## config.mk

```make
export PLATFORM = sky130hd
export DESIGN_NAME = fifo_uart_tx_flat
export DESIGN_NICKNAME = d
export VERILOG_FILES = /design/src/rtl/uart_pkg.sv /design/src/rtl/fifo_uart_tx_if.sv /design/src/rtl/fifo_uart_tx_baud_counter.sv /design/src/rtl/fifo_uart_tx.sv /design/src/flat_wrapper.sv
export SDC_FILE = /design/constraint.sdc
export NUM_CORES = 1
export LEC_CHECK = 0
export ABC_CLOCK_PERIOD_IN_PS = 2400
export BUFFER_PORTS_ARGS = -buffer_cell sky130_fd_sc_hd__clkbuf_2
export CORE_MARGIN = 4
export CORE_UTILIZATION = 50
export DETAILED_ROUTE_END_ITERATION = 16
export GPL_ROUTABILITY_DRIVEN = 1
export PLACE_DENSITY = 0.69
export SLEW_MARGIN = 20
export SYNTH_ARGS = -nofsm -noshare
export SYNTH_HDL_FRONTEND = slang
export SYNTH_SLANG_ARGS = --single-unit
export TNS_END_PERCENT = 1
```

## constraint.sdc

```tcl
create_clock -name clk -period 2.4 [get_ports clk]
set_input_delay 0.48 -clock clk [delete_from_list [all_inputs] [get_ports clk]]
set_output_delay 0.48 -clock clk [all_outputs]
set_load 0.01 [all_outputs]
```

## src/rtl/uart_pkg.sv

```systemverilog
// Shared UART definitions: FSM state encoding, default rates and line levels.
package uart_pkg;

  localparam int unsigned DEFAULT_CLOCK_FREQ = 125_000_000;
  localparam int unsigned DEFAULT_BAUD_RATE  = 115_200;

  localparam logic START_BIT = 1'b0;
  localparam logic STOP_BIT  = 1'b1;

  typedef enum logic [2:0] {
    IDLE   = 3'd0,
    LOAD   = 3'd1,
    START  = 3'd2,
    DATA   = 3'd3,
    PARITY = 3'd4,
    STOP   = 3'd5
  } state_e;

endpackage

```

## src/rtl/fifo_uart_tx_if.sv

```systemverilog
// FIFO read-port bundle between the TX FIFO (slave) and the UART drain stage (master).
interface fifo_uart_tx_if #(
  parameter int unsigned WIDTH = 8
) ();

  logic             fifo_empty;
  logic             fifo_rd_en;
  logic [WIDTH-1:0] fifo_dout;

  modport master (
    input  fifo_empty,
    input  fifo_dout,
    output fifo_rd_en
  );

  modport slave (
    output fifo_empty,
    output fifo_dout,
    input  fifo_rd_en
  );

endinterface

```

## src/rtl/fifo_uart_tx_baud_counter.sv

```systemverilog
// Bit-period counter: emits a one-cycle tick on the last cycle of every serial bit.
module baud_counter #(
  parameter int unsigned SYMBOL_EDGE_TIME = 10
) (
  input  logic clk,
  input  logic rst,
  input  logic clear_i,
  input  logic enable_i,
  output logic tick_o
);

  localparam int unsigned CLOCK_COUNTER_WIDTH =
      (SYMBOL_EDGE_TIME > 1) ? $clog2(SYMBOL_EDGE_TIME) : 1;

  logic [CLOCK_COUNTER_WIDTH-1:0] count_q, count_d;

  assign tick_o = enable_i && (count_q == CLOCK_COUNTER_WIDTH'(SYMBOL_EDGE_TIME - 1));

  always_comb begin
    count_d = count_q;
    if (clear_i) begin
      count_d = '0;
    end else if (tick_o) begin
      count_d = '0;
    end else if (enable_i) begin
      count_d = count_q + 1'b1;
    end
  end

  always_ff @(posedge clk or negedge rst) begin
    if (!rst) begin
      count_q <= '0;
    end else begin
      count_q <= count_d;
    end
  end

endmodule

```

## src/rtl/fifo_uart_tx.sv

```systemverilog
// Drains the TX FIFO and serializes each byte as a UART frame (8N1, or 8E1 when
// FIFO_UART_TX_PARITY_EN is defined).
module fifo_uart_tx
  import uart_pkg::*;
#(
  parameter int unsigned CLOCK_FREQ = DEFAULT_CLOCK_FREQ,
  parameter int unsigned BAUD_RATE  = DEFAULT_BAUD_RATE,
  parameter int unsigned WIDTH      = 8
) (
  input  logic                  clk,
  input  logic                  rst,
  fifo_uart_tx_if.master        fifo,
  output logic                  serial_out,
  output logic                  busy
);

  localparam int unsigned SYMBOL_EDGE_TIME = CLOCK_FREQ / BAUD_RATE;
  localparam int unsigned BitCntW = (WIDTH > 1) ? $clog2(WIDTH) : 1;

  state_e             state_q, state_d;
  logic [WIDTH-1:0]   shift_q, shift_d;
  logic [BitCntW-1:0] bit_cnt_q, bit_cnt_d;
  logic               serial_q, serial_d;
  logic               baud_tick, baud_clear, baud_en;
`ifdef FIFO_UART_TX_PARITY_EN
  logic               parity_q, parity_d;
`endif

  // Counter idles at zero until the frame starts, so each bit state begins at count 0.
  assign baud_clear = (state_q == IDLE) || (state_q == LOAD);
  assign baud_en    = !baud_clear;

  baud_counter #(
    .SYMBOL_EDGE_TIME(SYMBOL_EDGE_TIME)
  ) u_baud_counter (
    .clk     (clk),
    .rst     (rst),
    .clear_i (baud_clear),
    .enable_i(baud_en),
    .tick_o  (baud_tick)
  );

  // Gated by rst so no pop can be committed while the block is held in reset.
  assign fifo.fifo_rd_en = rst && (state_q == IDLE) && !fifo.fifo_empty;
  assign busy            = (state_q != IDLE);
  assign serial_out      = serial_q;

  always_comb begin
    state_d   = state_q;
    shift_d   = shift_q;
    bit_cnt_d = bit_cnt_q;
    serial_d  = serial_q;
`ifdef FIFO_UART_TX_PARITY_EN
    parity_d  = parity_q;
`endif
    unique case (state_q)
      IDLE: begin
        serial_d = STOP_BIT;
        if (!fifo.fifo_empty) state_d = LOAD;
      end
      LOAD: begin
        shift_d   = fifo.fifo_dout;
        bit_cnt_d = '0;
`ifdef FIFO_UART_TX_PARITY_EN
        parity_d  = ^fifo.fifo_dout;
`endif
        serial_d  = START_BIT;
        state_d   = START;
      end
      START: begin
        if (baud_tick) begin
          serial_d = shift_q[0];
          state_d  = DATA;
        end
      end
      DATA: begin
        if (baud_tick) begin
          if (bit_cnt_q == BitCntW'(WIDTH - 1)) begin
`ifdef FIFO_UART_TX_PARITY_EN
            serial_d = parity_q;
            state_d  = PARITY;
`else
            serial_d = STOP_BIT;
            state_d  = STOP;
`endif
          end else begin
            shift_d   = shift_q >> 1;
            serial_d  = shift_d[0];
            bit_cnt_d = bit_cnt_q + 1'b1;
          end
        end
      end
`ifdef FIFO_UART_TX_PARITY_EN
      PARITY: begin
        if (baud_tick) begin
          serial_d = STOP_BIT;
          state_d  = STOP;
        end
      end
`endif
      STOP: begin
        if (baud_tick) begin
          serial_d = STOP_BIT;
          state_d  = IDLE;
        end
      end
      default: begin
        serial_d = STOP_BIT;
        state_d  = IDLE;
      end
    endcase
  end

  always_ff @(posedge clk or negedge rst) begin
    if (!rst) begin
      state_q   <= IDLE;
      shift_q   <= '0;
      bit_cnt_q <= '0;
      serial_q  <= STOP_BIT;
`ifdef FIFO_UART_TX_PARITY_EN
      parity_q  <= 1'b0;
`endif
    end else begin
      state_q   <= state_d;
      shift_q   <= shift_d;
      bit_cnt_q <= bit_cnt_d;
      serial_q  <= serial_d;
`ifdef FIFO_UART_TX_PARITY_EN
      parity_q  <= parity_d;
`endif
    end
  end

endmodule

```

## src/flat_wrapper.sv

```systemverilog
// flat-port wrapper written by rule: the top's interface ports become plain ports
module fifo_uart_tx_flat import uart_pkg::*;
#(
  parameter int unsigned CLOCK_FREQ = DEFAULT_CLOCK_FREQ,
  parameter int unsigned BAUD_RATE  = DEFAULT_BAUD_RATE,
  parameter int unsigned WIDTH      = 8
)
  (clk, rst, serial_out, busy, fifo_fifo_empty, fifo_fifo_dout, fifo_fifo_rd_en);
  fifo_uart_tx_if #(.WIDTH(WIDTH)) fifo_i ();
  input  logic clk;
  input  logic rst;
  output logic serial_out;
  output logic busy;
  input wire logic [$bits(fifo_i.fifo_empty)-1:0] fifo_fifo_empty;
  input wire logic [$bits(fifo_i.fifo_dout)-1:0] fifo_fifo_dout;
  output wire logic [$bits(fifo_i.fifo_rd_en)-1:0] fifo_fifo_rd_en;
  assign fifo_i.fifo_empty = fifo_fifo_empty;
  assign fifo_i.fifo_dout = fifo_fifo_dout;
  assign fifo_fifo_rd_en = fifo_i.fifo_rd_en;
  fifo_uart_tx #(.CLOCK_FREQ(CLOCK_FREQ), .BAUD_RATE(BAUD_RATE), .WIDTH(WIDTH)) u_core (.clk(clk), .rst(rst), .fifo(fifo_i), .serial_out(serial_out), .busy(busy));
endmodule
```

==> results of run 1 <==
==> cell type report <==
type / instances / area share (%)
Clock buffer: 3 / 1.48
Clock inverter: 1 / 1.97
Inverter: 2 / 0.492
Multi-Input combinational cell: 88 / 45.2
Sequential cell: 26 / 42.7
Tap cell: 30 / 2.46
Timing Repair Buffer: 16 / 5.74
==> metal layers <==
metal	vias up	wire length (µm)	GRT usage, %
li1	480	-	-
met1	492	1130	19.7
met2	12	1190	25.6
met3	2	76	4.47
met4	0	16	2.79
met5	-	0	0
==> flip-flops by register name, indices dropped and copies added (netlist names) <==
name and count:
u_core.state_q 3, u_core.bit_cnt_q 3, u_core.shift_q 8, u_core.serial_out 1, u_core.u_baud_counter.count_q 11
==> logic make-up after synthesis <==
logic type               share of synthesized area (%)
AND/OR/NAND/NOR                                   18.4
multiplexers                                      12.9
flip-flops                                        46.8
buffers and inverters                             3.68
XOR/XNOR                                          3.14
adder cells (fa/ha/maj)                           3.59
AO/OA/AOI/OAI                                     11.4
==> worst register-to-register path: stages, from the launching register on <==
cell and delay [ns]:
dfrtp_1 0.47, inv_1 0.07, ha_1 0.18, nor2b_1 0.13
and3_1 0.20, a31oi_1 0.19, buf_4 0.21, mux2_1 0.34
==> placed cells by master (no fill, tap or decap), types with 4 or more instances in the layout <==
cell type	n
a31oi_1	4
and3_1	4
clkbuf_2	13
dfrtp_1	25
ha_1	4
mux2_1	13
nand2_1	4
nor2_1	5
nor3_1	6
nor3b_1	5
xor2_1	4
==> per-stage QoR <==
step	power, mW	instance area, µm²
floorplan	0.466	1390
global placement	0.485	1470
detailed placement	0.487	1470
CTS	0.788	1530
global route	0.816	1530
finish	0.775	1530
==> worst min-delay path by stage <==
stage / from / to / slack (ns) / cells past startpoint
finish: rst / u_core.u_baud_counter.count_q[7] / 0.14 / 2
global route: rst / u_core.u_baud_counter.count_q[7] / 0.14 / 2
CTS: rst / u_core.shift_q[0] / 0.15 / 2
detailed placement: u_core.shift_q[6] / u_core.shift_q[6] / 0.47 / 1
global placement: u_core.shift_q[2] / u_core.shift_q[2] / 0.47 / 1
floorplan: rst / u_core.bit_cnt_q[0] / 0.18 / 0
==> report_power, final <==
part / switching, mW / internal [mW] / total [mW]
clock: 0.130 / 0.169 / 0.298
sequential: 0.00315 / 0.445 / 0.448
combinational: 0.0138 / 0.0147 / 0.0285
==> impl_metrics.py, run 1 <==
metrics = {
    "final_layout": {
        "final_nets": 152,
        "fillCellCount": 228,
        "regArea_um2": 652,
        "area_growth_pct": 9.61,
        "drive_above_1_share_pct": 22.1,
        "stdcell_count": 166,
        "multi_input_area_um2": 689,
        "final_util_pct": 59.5,
        "insertedDiodeCount": 0,
    },
    "synthesis": {
        "ys_types": 41,
        "synth_top_area_cell": "dfrtp_1",
        "syn_area_mm2": 0.00139,
        "ys_ff_latch": 26,
        "synth-edff-count": 0,
        "synth_flop_cell": "dfrtp_1",
        "yosysMostFrequentCell": "dfrtp_1",
        "async_reset_ff_share_pct": 100,
        "yosys_warnings": 0,
        "synth_top_area_share_pct": 44.9,
        "avgSynthCellArea_um2": 11.3,
        "synth_nets": 138,
        "yosysSeqAreaShare_pct": 46.8,
        "synth_area_leaders": "dfrtp_1 (45%), mux2_1 (11%), ha_1 (3.6%)",
        "synth_common_cells": "dfrtp_1 (25), mux2_1 (13), nor3_1 (6), nor2_1 (5), nor3b_1 (5)",
        "netlist_instances": 123,
    },
    "die": {
        "die_x_um": 60.8,
        "die_y_um": 60.8,
        "core_region_area_mm2": 0.00257,
        "initial_core_util_pct": 54.2,
        "num_rows": 18,
        "die-area_mm2": 0.00369,
        "io_pins": 14,
    },
    "clocking": {
        "cts.sinks": 26,
        "clk_pin_slew_ns": 0.14,
        "cts_root_buffer": "clkbuf_4",
        "cts_made_buffers": 3,
        "cts_setup_buffers": 0,
        "clk_latency_ns": 0.32,
        "htree_levels": 1,
        "clockBufferDepth": 2,
        "cts_hold_buf": 0,
        "cts_tree": "yes",
        "cts_resized": 0,
    },
    "global_routing": {
        "grt_max_degree": 27,
        "gr-usage-all-layers_pct": 15.2,
        "overflow": 0,
        "antenna_found_initial": 0,
        "grt_pass1_wl_um": 4190,
        "grt_pass1_vias": 938,
    },
    "drt": {
        "ant_nets": 0,
        "dr.pass1.iters": 4,
        "vias": 986,
        "drtIter0Drc": 49,
        "drcViolationCount": 0,
        "avgRoutedWirePerCell_um": 14.5,
        "via_per_inst": 5.94,
        "wirelength_um": 2410,
    },
    "placement": {
        "port_buffers": 13,
        "dp_hpwl_um": 1760,
        "gp_congestion": 0.729,
        "dp_slack_ns": 0.540,
        "dp.cells": 162,
    },
    "power_and_ir_drop": {
        "peakVddDrop_mv": 0.540,
        "power.density_mw_per_mm2": 508,
        "p_leak_nw": 0.706,
    },
    "worst_setup_path": {
        "required_ns": 1.92,
        "path_buf_inv": 1,
        "critPathKind": "flip-flop to primary output",
        "critical_path.cell_chain": "or3_1, nor3b_1, clkbuf_2",
        "crit_path_start": "u_core.state_q[0]",
        "cp-end-kind": "primary output",
        "path_depth": 3,
        "max_stage_delay_ns": 0.54,
        "crit_end": "fifo_fifo_rd_en",
        "worstReg2RegEnd": "u_core.shift_q[2]",
        "arrival_ns": 1.67,
        "path_delay_family": "simple AND/OR/NAND/NOR gates",
        "cp_slowest_cell": "dfrtp_1",
        "cp-start-kind": "flip-flop",
        "reg2reg_slack_ns": 0.51,
        "reg2reg_depth": 7,
        "r2r_start": "u_core.u_baud_counter.count_q[0]",
        "cp_max_fo": 11,
    },
    "hold_path": {
        "worst_hold_path_type": "primary input to async pin",
    },
    "sta": {
        "holdWs_ns": 0.138,
        "tightest_slew_ns": 0.369,
        "setup_viol": 0,
        "finalCritPeriodShare_pct": 89.4,
        "setup_ws_ns": 0.254,
        "setup-tns-final_ns": 0,
        "final.min_clock_period_ns": 2.15,
        "fmax_mhz": 466,
        "hold_viol_final": 0,
        "slew_headroom_pct": 75.4,
        "rsz0062_at_grt": "no",
        "drv_slew": 0,
        "finClkSkew_ns": 0.00351,
    },
    "status": {
        "status": "finished, final reports clean",
    },
    "run": {
        "cap_violations": 0,
    },
}
Power figures use the tool's default switching activity.
==> run 2: changes to the inputs <==
- REMOVE_ABC_BUFFERS: unset -> 1
- SYNTH_HIERARCHICAL: unset -> 1
==> run 2 against run 1 <==
- clock skew is 0.0012 ns higher
- largest power group unchanged
- critical endpoint is now u_core/bit_cnt_q[1]
- cell area is 9.1% higher
- final cell count is 12% higher
==> impl_metrics.py, run 2 <==
metrics = {
    "status": {
        "status": "finished, final reports clean",
    },
    "synthesis": {
        "netlist_instances": 140,
        "ys_types": 44,
        "synth_flop_cell": "dfrtp_1",
        "synth-edff-count": 0,
        "syn_area_mm2": 0.00155,
        "synth_top_area_share_pct": 40.4,
        "async_reset_ff_share_pct": 100,
        "synth_top_family_by_area": "simple AND/OR/NAND/NOR gates",
        "synth_top_area_cell": "dfrtp_1",
        "yosys_warnings": 6,
        "yosysMostFrequentCell": "dfrtp_1",
        "synth_compound_area_share_pct": 14.9,
        "synthXorXnorAreaFrac_pct": 1.13,
        "synthSimpleGateAreaFrac_pct": 18.4,
        "ys_ff_latch": 26,
        "avgSynthCellArea_um2": 11.1,
        "synth_area_leaders": "dfrtp_1 (40%), mux2_4 (8.7%), mux2_2 (5.1%)",
        "synth_common_cells": "dfrtp_1 (25), mux2_4 (9), a21oi_1 (7), mux2_2 (7), nor2_1 (7)",
        "yosysSeqAreaShare_pct": 42.1,
        "synth_fa_ha_area_share_pct": 3.23,
        "muxShareOfSynthArea_pct": 14.6,
    },
    "worst_setup_path": {
        "critPathKind": "flip-flop to flip-flop",
        "cp-end-kind": "flip-flop",
        "arrival_ns": 2.38,
        "cp_max_fo": 11,
        "path_delay_family": "simple AND/OR/NAND/NOR gates",
        "required_ns": 2.62,
        "critical_path.cell_chain": "or3b_2, nor3_1, nand2b_1, a21boi_4, buf_12, mux2_2",
        "cp_slowest_cell": "or3b_2",
        "cp-start-kind": "flip-flop",
        "path_buf_inv": 1,
        "max_stage_delay_ns": 0.55,
    },
    "clocking": {
        "clockBufferDepth": 2,
        "cts.sinks": 26,
        "clk_pin_slew_ns": 0.13,
        "cts_resized": 0,
        "clk_latency_ns": 0.32,
        "cts_made_buffers": 3,
        "htree_levels": 1,
        "cts_hold_buf": 0,
        "cts_root_buffer": "clkbuf_4",
        "cts_setup_buffers": 0,
        "cts_tree": "yes",
    },
    "drt": {
        "drtIter0Drc": 55,
        "avgRoutedWirePerCell_um": 15.1,
        "dr.pass1.iters": 4,
        "ant_nets": 0,
        "via_per_inst": 5.86,
        "drcViolationCount": 0,
        "vias": 1090,
        "wirelength_um": 2810,
    },
    "placement": {
        "dp_hpwl_um": 2000,
        "port_buffers": 13,
        "gp_congestion": 0.803,
    },
    "global_routing": {
        "gr-usage-all-layers_pct": 15.3,
        "antenna_found_initial": 0,
        "grt_pass1_wl_um": 4960,
        "grt_pass1_vias": 1132,
        "grt_max_degree": 27,
        "overflow": 0,
    },
    "sta": {
        "setup_viol": 0,
        "final.min_clock_period_ns": 2.16,
        "fmax_mhz": 462,
        "finalCritPeriodShare_pct": 90.2,
        "rsz0062_at_grt": "no",
        "hold_viol_final": 0,
        "tightest_slew_ns": 0.493,
        "drv_slew": 0,
        "holdWs_ns": 0.179,
        "slew_headroom_pct": 66.8,
        "finClkSkew_ns": 0.00467,
    },
    "die": {
        "core_region_area_mm2": 0.00285,
        "num_rows": 19,
        "die-area_mm2": 0.00405,
        "io_pins": 14,
        "die_x_um": 63.6,
        "initial_core_util_pct": 54.3,
        "die_y_um": 63.6,
    },
    "run": {
        "cap_violations": 0,
    },
    "power_and_ir_drop": {
        "power.density_mw_per_mm2": 405,
        "totalPowerFinal_mw": 0.674,
        "p_leak_nw": 0.704,
        "peakVddDrop_mv": 0.365,
    },
    "final_layout": {
        "area_growth_pct": 7.60,
        "regArea_um2": 652,
        "top_register": "u_core/u_baud_counter/count_q",
        "drive_above_1_share_pct": 30.3,
        "final_nets": 171,
        "final_cell_mix": "dfrtp_1 (25), clkbuf_2 (13), mux2_4 (9)",
        "final_util_pct": 58.4,
        "fillCellCount": 240,
        "largest_reg_flops": 11,
        "mostFrequentLayoutCell": "dfrtp_1",
        "insertedDiodeCount": 0,
        "top_regs": "u_core/u_baud_counter/count_q (11), u_core/shift_q (8)",
        "multi_input_area_um2": 807,
    },
    "hold_path": {
        "worst_hold_path_type": "primary input to async pin",
    },
}
## run 2: cell count changes in the layout (fill, tap and decap cells not counted), sizes merged, moves of 3 or more
| cell | change |
|---|---|
| a211oi | -3 |
| a21o | -3 |
| a21oi | +6 |
| a31oi | -3 |
| and4 | -3 |
| inv | +5 |
| nor3 | -5 |
| nor3b | -5 |
| o211ai | +3 |
| o21ai | +7 |
| o31ai | +5 |
| or4 | +3 |
## run 2: stage by stage
stage               worst slack, ns  cells  TNS (ns)  area [µm²]
global route                 0.0940    186         0        1670
finish                        0.236    186         0        1670
floorplan                    -0.413    133     -3.86        1490
detailed placement            0.262    182         0        1640
global placement              0.305    182         0        1640
CTS                           0.236    186         0        1670
## run 2: logic make-up (layout without fill, tap and decap cells)
logic type | Yosys count | count (layout)
buf+inv | 14 | 29
simple gates | 45 | 45
flops | 26 | 26
fa+ha+maj | 4 | 4
xor+xnor | 2 | 2
compound gates | 32 | 32
mux | 17 | 17
## run 2: layer usage
| metal | track usage (%) | part of all wire (%) |
|---|---|---|
| met5 | 0 | 0 |
| met2 | 26.9 | 51 |
| met4 | 3.23 | 0.60 |
| met3 | 4.26 | 3.1 |
| met1 | 18.7 | 46 |
## run 2: where the power goes
group / switching, mW / internal, mW / leakage [nW]
registers: 0.00404 / 0.445 / 0.326
logic: 0.0156 / 0.0196 / 0.363
clock network: 0.125 / 0.0651 / 0.0150
## run 2: worst paths after layout
kind	start	end	slack, ns	cells after the start
min in group clk	fifo_fifo_dout[7]	u_core/shift_q[7]	0.40	3
max in group asynchronous	rst	u_core/serial_out	1.92	2
setup / recovery	u_core/u_baud_counter/count_q[6]	u_core/bit_cnt_q[1]	0.24	6
hold reg to reg	u_core/shift_q[4]	u_core/shift_q[4]	0.53	1
setup reg to reg	u_core/u_baud_counter/count_q[6]	u_core/bit_cnt_q[1]	0.24	6
hold / removal	rst	u_core/shift_q[6]	0.18	2
## run 2: layout make-up
class | instances | share of cell area (%)
clock buffers | 4 | 1.58
inverters | 7 | 1.58
flip-flops and latches | 26 | 39.1
multi-input cells | 100 | 48.5
repair buffers | 18 | 6.91
well taps | 31 | 2.33
==> run 3: changes to the inputs <==
- CORE_UTILIZATION: 50 -> 55
- PLACE_DENSITY: 0.69 -> 0.75
- RECOVER_POWER: unset -> 25
==> run 3 against run 2 <==
- count of clock-buffer cells in the layout unchanged
- final cell count is 0.54% higher
- first-iteration DRC count is 9.1% higher
- via count rose by 4.0%
- non-clock buffer count rose by 2
- utilization grew 6.3 points
- global-route usage rose by 2.9 points
- die area is 8.0% lower
- largest power group unchanged
- highest routed layer unchanged
==> impl_metrics.py, run 3 (same netlist as run 2, synthesis figures left out) <==
metrics = {
    "status": {
        "status": "finished, final reports clean",
    },
    "worst_setup_path": {
        "cp-end-kind": "flip-flop",
        "path_delay_family": "simple AND/OR/NAND/NOR gates",
        "r2r_start": "u_core/u_baud_counter/count_q[6]",
        "cp_slowest_cell": "or3b_2",
        "reg2reg_slack_ns": 0.25,
        "max_stage_delay_ns": 0.54,
        "path_buf_inv": 1,
        "worstReg2RegEnd": "u_core/bit_cnt_q[1]",
        "cp_max_fo": 11,
        "arrival_ns": 2.37,
        "critPathKind": "flip-flop to flip-flop",
        "cp-start-kind": "flip-flop",
        "reg2reg_depth": 6,
        "required_ns": 2.62,
        "critical_path.cell_chain": "or3b_2, nor3_1, nand2b_1, a21boi_4, buf_12, mux2_2",
    },
    "hold_path": {
        "worstHoldStart": "fifo_fifo_dout[7]",
        "worstHoldEndpoint": "u_core/shift_q[7]",
        "worst_hold_path_type": "primary input to flip-flop",
        "hold_path_depth": 3,
    },
    "sta": {
        "finalCritPeriodShare_pct": 89.6,
        "finClkSkew_ns": 0.00787,
        "tightest_slew_ns": 1.38,
        "hold_viol_final": 0,
        "setup-tns-final_ns": 0,
        "setup_ws_ns": 0.249,
        "final.min_clock_period_ns": 2.15,
        "slew_headroom_pct": 7.96,
        "drv_slew": 0,
        "rsz0062_at_grt": "no",
        "holdWs_ns": 0.387,
        "setup_viol": 0,
        "fmax_mhz": 465,
    },
    "final_layout": {
        "largest_reg_flops": 11,
        "final_util_pct": 64.6,
        "area_growth_pct": 8.17,
        "fillCellCount": 218,
        "final_nets": 173,
        "mostFrequentLayoutCell": "dfrtp_1",
        "top_regs": "u_core/u_baud_counter/count_q (11), u_core/shift_q (8)",
        "insertedDiodeCount": 0,
        "multi_input_area_um2": 807,
        "top_register": "u_core/u_baud_counter/count_q",
        "final_cell_mix": "dfrtp_1 (25), clkbuf_2 (12), mux2_4 (9)",
        "drive_above_1_share_pct": 29.9,
        "regArea_um2": 652,
    },
    "drt": {
        "met1Wirelength_um": 1250,
        "top_layer": "met4",
        "dr.pass1.iters": 4,
        "via_per_inst": 6.06,
        "drcViolationCount": 0,
        "routed-wl-met2_um": 1570,
        "wirelength_um": 2960,
        "avgRoutedWirePerCell_um": 15.8,
        "vias": 1134,
        "dr_wl_met3_um": 99,
        "drtIter0Drc": 60,
        "ant_nets": 0,
    },
    "global_routing": {
        "overflow": 0,
        "antenna_found_initial": 0,
        "gr-usage-all-layers_pct": 18.3,
        "grt_pass1_vias": 1188,
        "grt_pass1_wl_um": 5150,
        "grt_max_degree": 27,
    },
    "power_and_ir_drop": {
        "p_leak_nw": 0.705,
        "power.density_mw_per_mm2": 405,
        "totalPowerFinal_mw": 0.678,
        "peakVddDrop_mv": 0.408,
    },
    "die": {
        "io_pins": 14,
        "core_region_area_mm2": 0.00259,
        "num_rows": 18,
        "die-area_mm2": 0.00373,
        "die_x_um": 61.0,
        "die_y_um": 61.0,
        "initial_core_util_pct": 59.8,
    },
    "clocking": {
        "htree_levels": 1,
        "clk_latency_ns": 0.32,
        "cts_root_buffer": "clkbuf_4",
        "cts_made_buffers": 3,
        "cts_setup_buffers": 0,
        "cts_resized": 0,
        "cts_hold_buf": 0,
        "clockBufferDepth": 2,
        "cts.sinks": 26,
        "cts_tree": "yes",
        "clk_pin_slew_ns": 0.14,
    },
    "placement": {
        "gp_congestion": 0.831,
        "dp_hpwl_um": 2160,
        "dp_slack_ns": 0.272,
        "port_buffers": 13,
    },
    "run": {
        "cap_violations": 0,
    },
}
-- run 3: cell count changes in the layout (fill, tap and decap cells not counted), sizes merged --
| cell | delta |
|---|---|
| clkbuf | +1 |
| buf | +1 |
-- run 3: worst register-to-register path, cell delays in order, from the launching register on --
cell      delay, ns
dfrtp_1        0.44
or3b_2         0.54
nor3_1         0.26
nand2b_1       0.13
a21boi_4       0.19
buf_12         0.16
mux2_2         0.33
-- run 3: final cells by class --
class,count,area share [%]
multi-input cells,100,48.2
flip-flops and latches,26,38.9
clock buffers,4,1.57
inverters,7,1.57
well taps,30,2.24
repair buffers,20,7.47
-- run 3: worst max path at each step --
stage / from / to / slack, ns / depth (start not counted)
after floorplan: u_core/state_q[1] / u_core/bit_cnt_q[1] / -0.41 / 7
final: u_core/u_baud_counter/count_q[6] / u_core/bit_cnt_q[1] / 0.25 / 6
after detailed placement: u_core/u_baud_counter/count_q[6] / u_core/bit_cnt_q[1] / 0.27 / 6
after global routing: u_core/u_baud_counter/count_q[0] / u_core/bit_cnt_q[1] / 0.08 / 8
after global placement: u_core/u_baud_counter/count_q[6] / u_core/bit_cnt_q[1] / 0.30 / 6
after CTS: u_core/u_baud_counter/count_q[6] / u_core/bit_cnt_q[1] / 0.23 / 6
-- run 3: metal layers --
metal,vias to the layer above,global-route usage [%]
li1,547,-
met1,561,21.4
met2,22,32.8
met3,4,3.98
met4,0,6.50
met5,-,0
-- run 3: power by group --
| group | total (mW) | switching, mW | internal, mW |
|---|---|---|---|
| logic | 0.0341 | 0.0155 | 0.0186 |
| registers | 0.449 | 0.00390 | 0.445 |
| clock network | 0.195 | 0.130 | 0.0651 |
-- run 3: metrics by stage --
stage	std cells	cell area, µm²
final	187	1670
after CTS	187	1680
after global routing	187	1670
after detailed placement	183	1650
after floorplan	133	1490
after global placement	183	1650
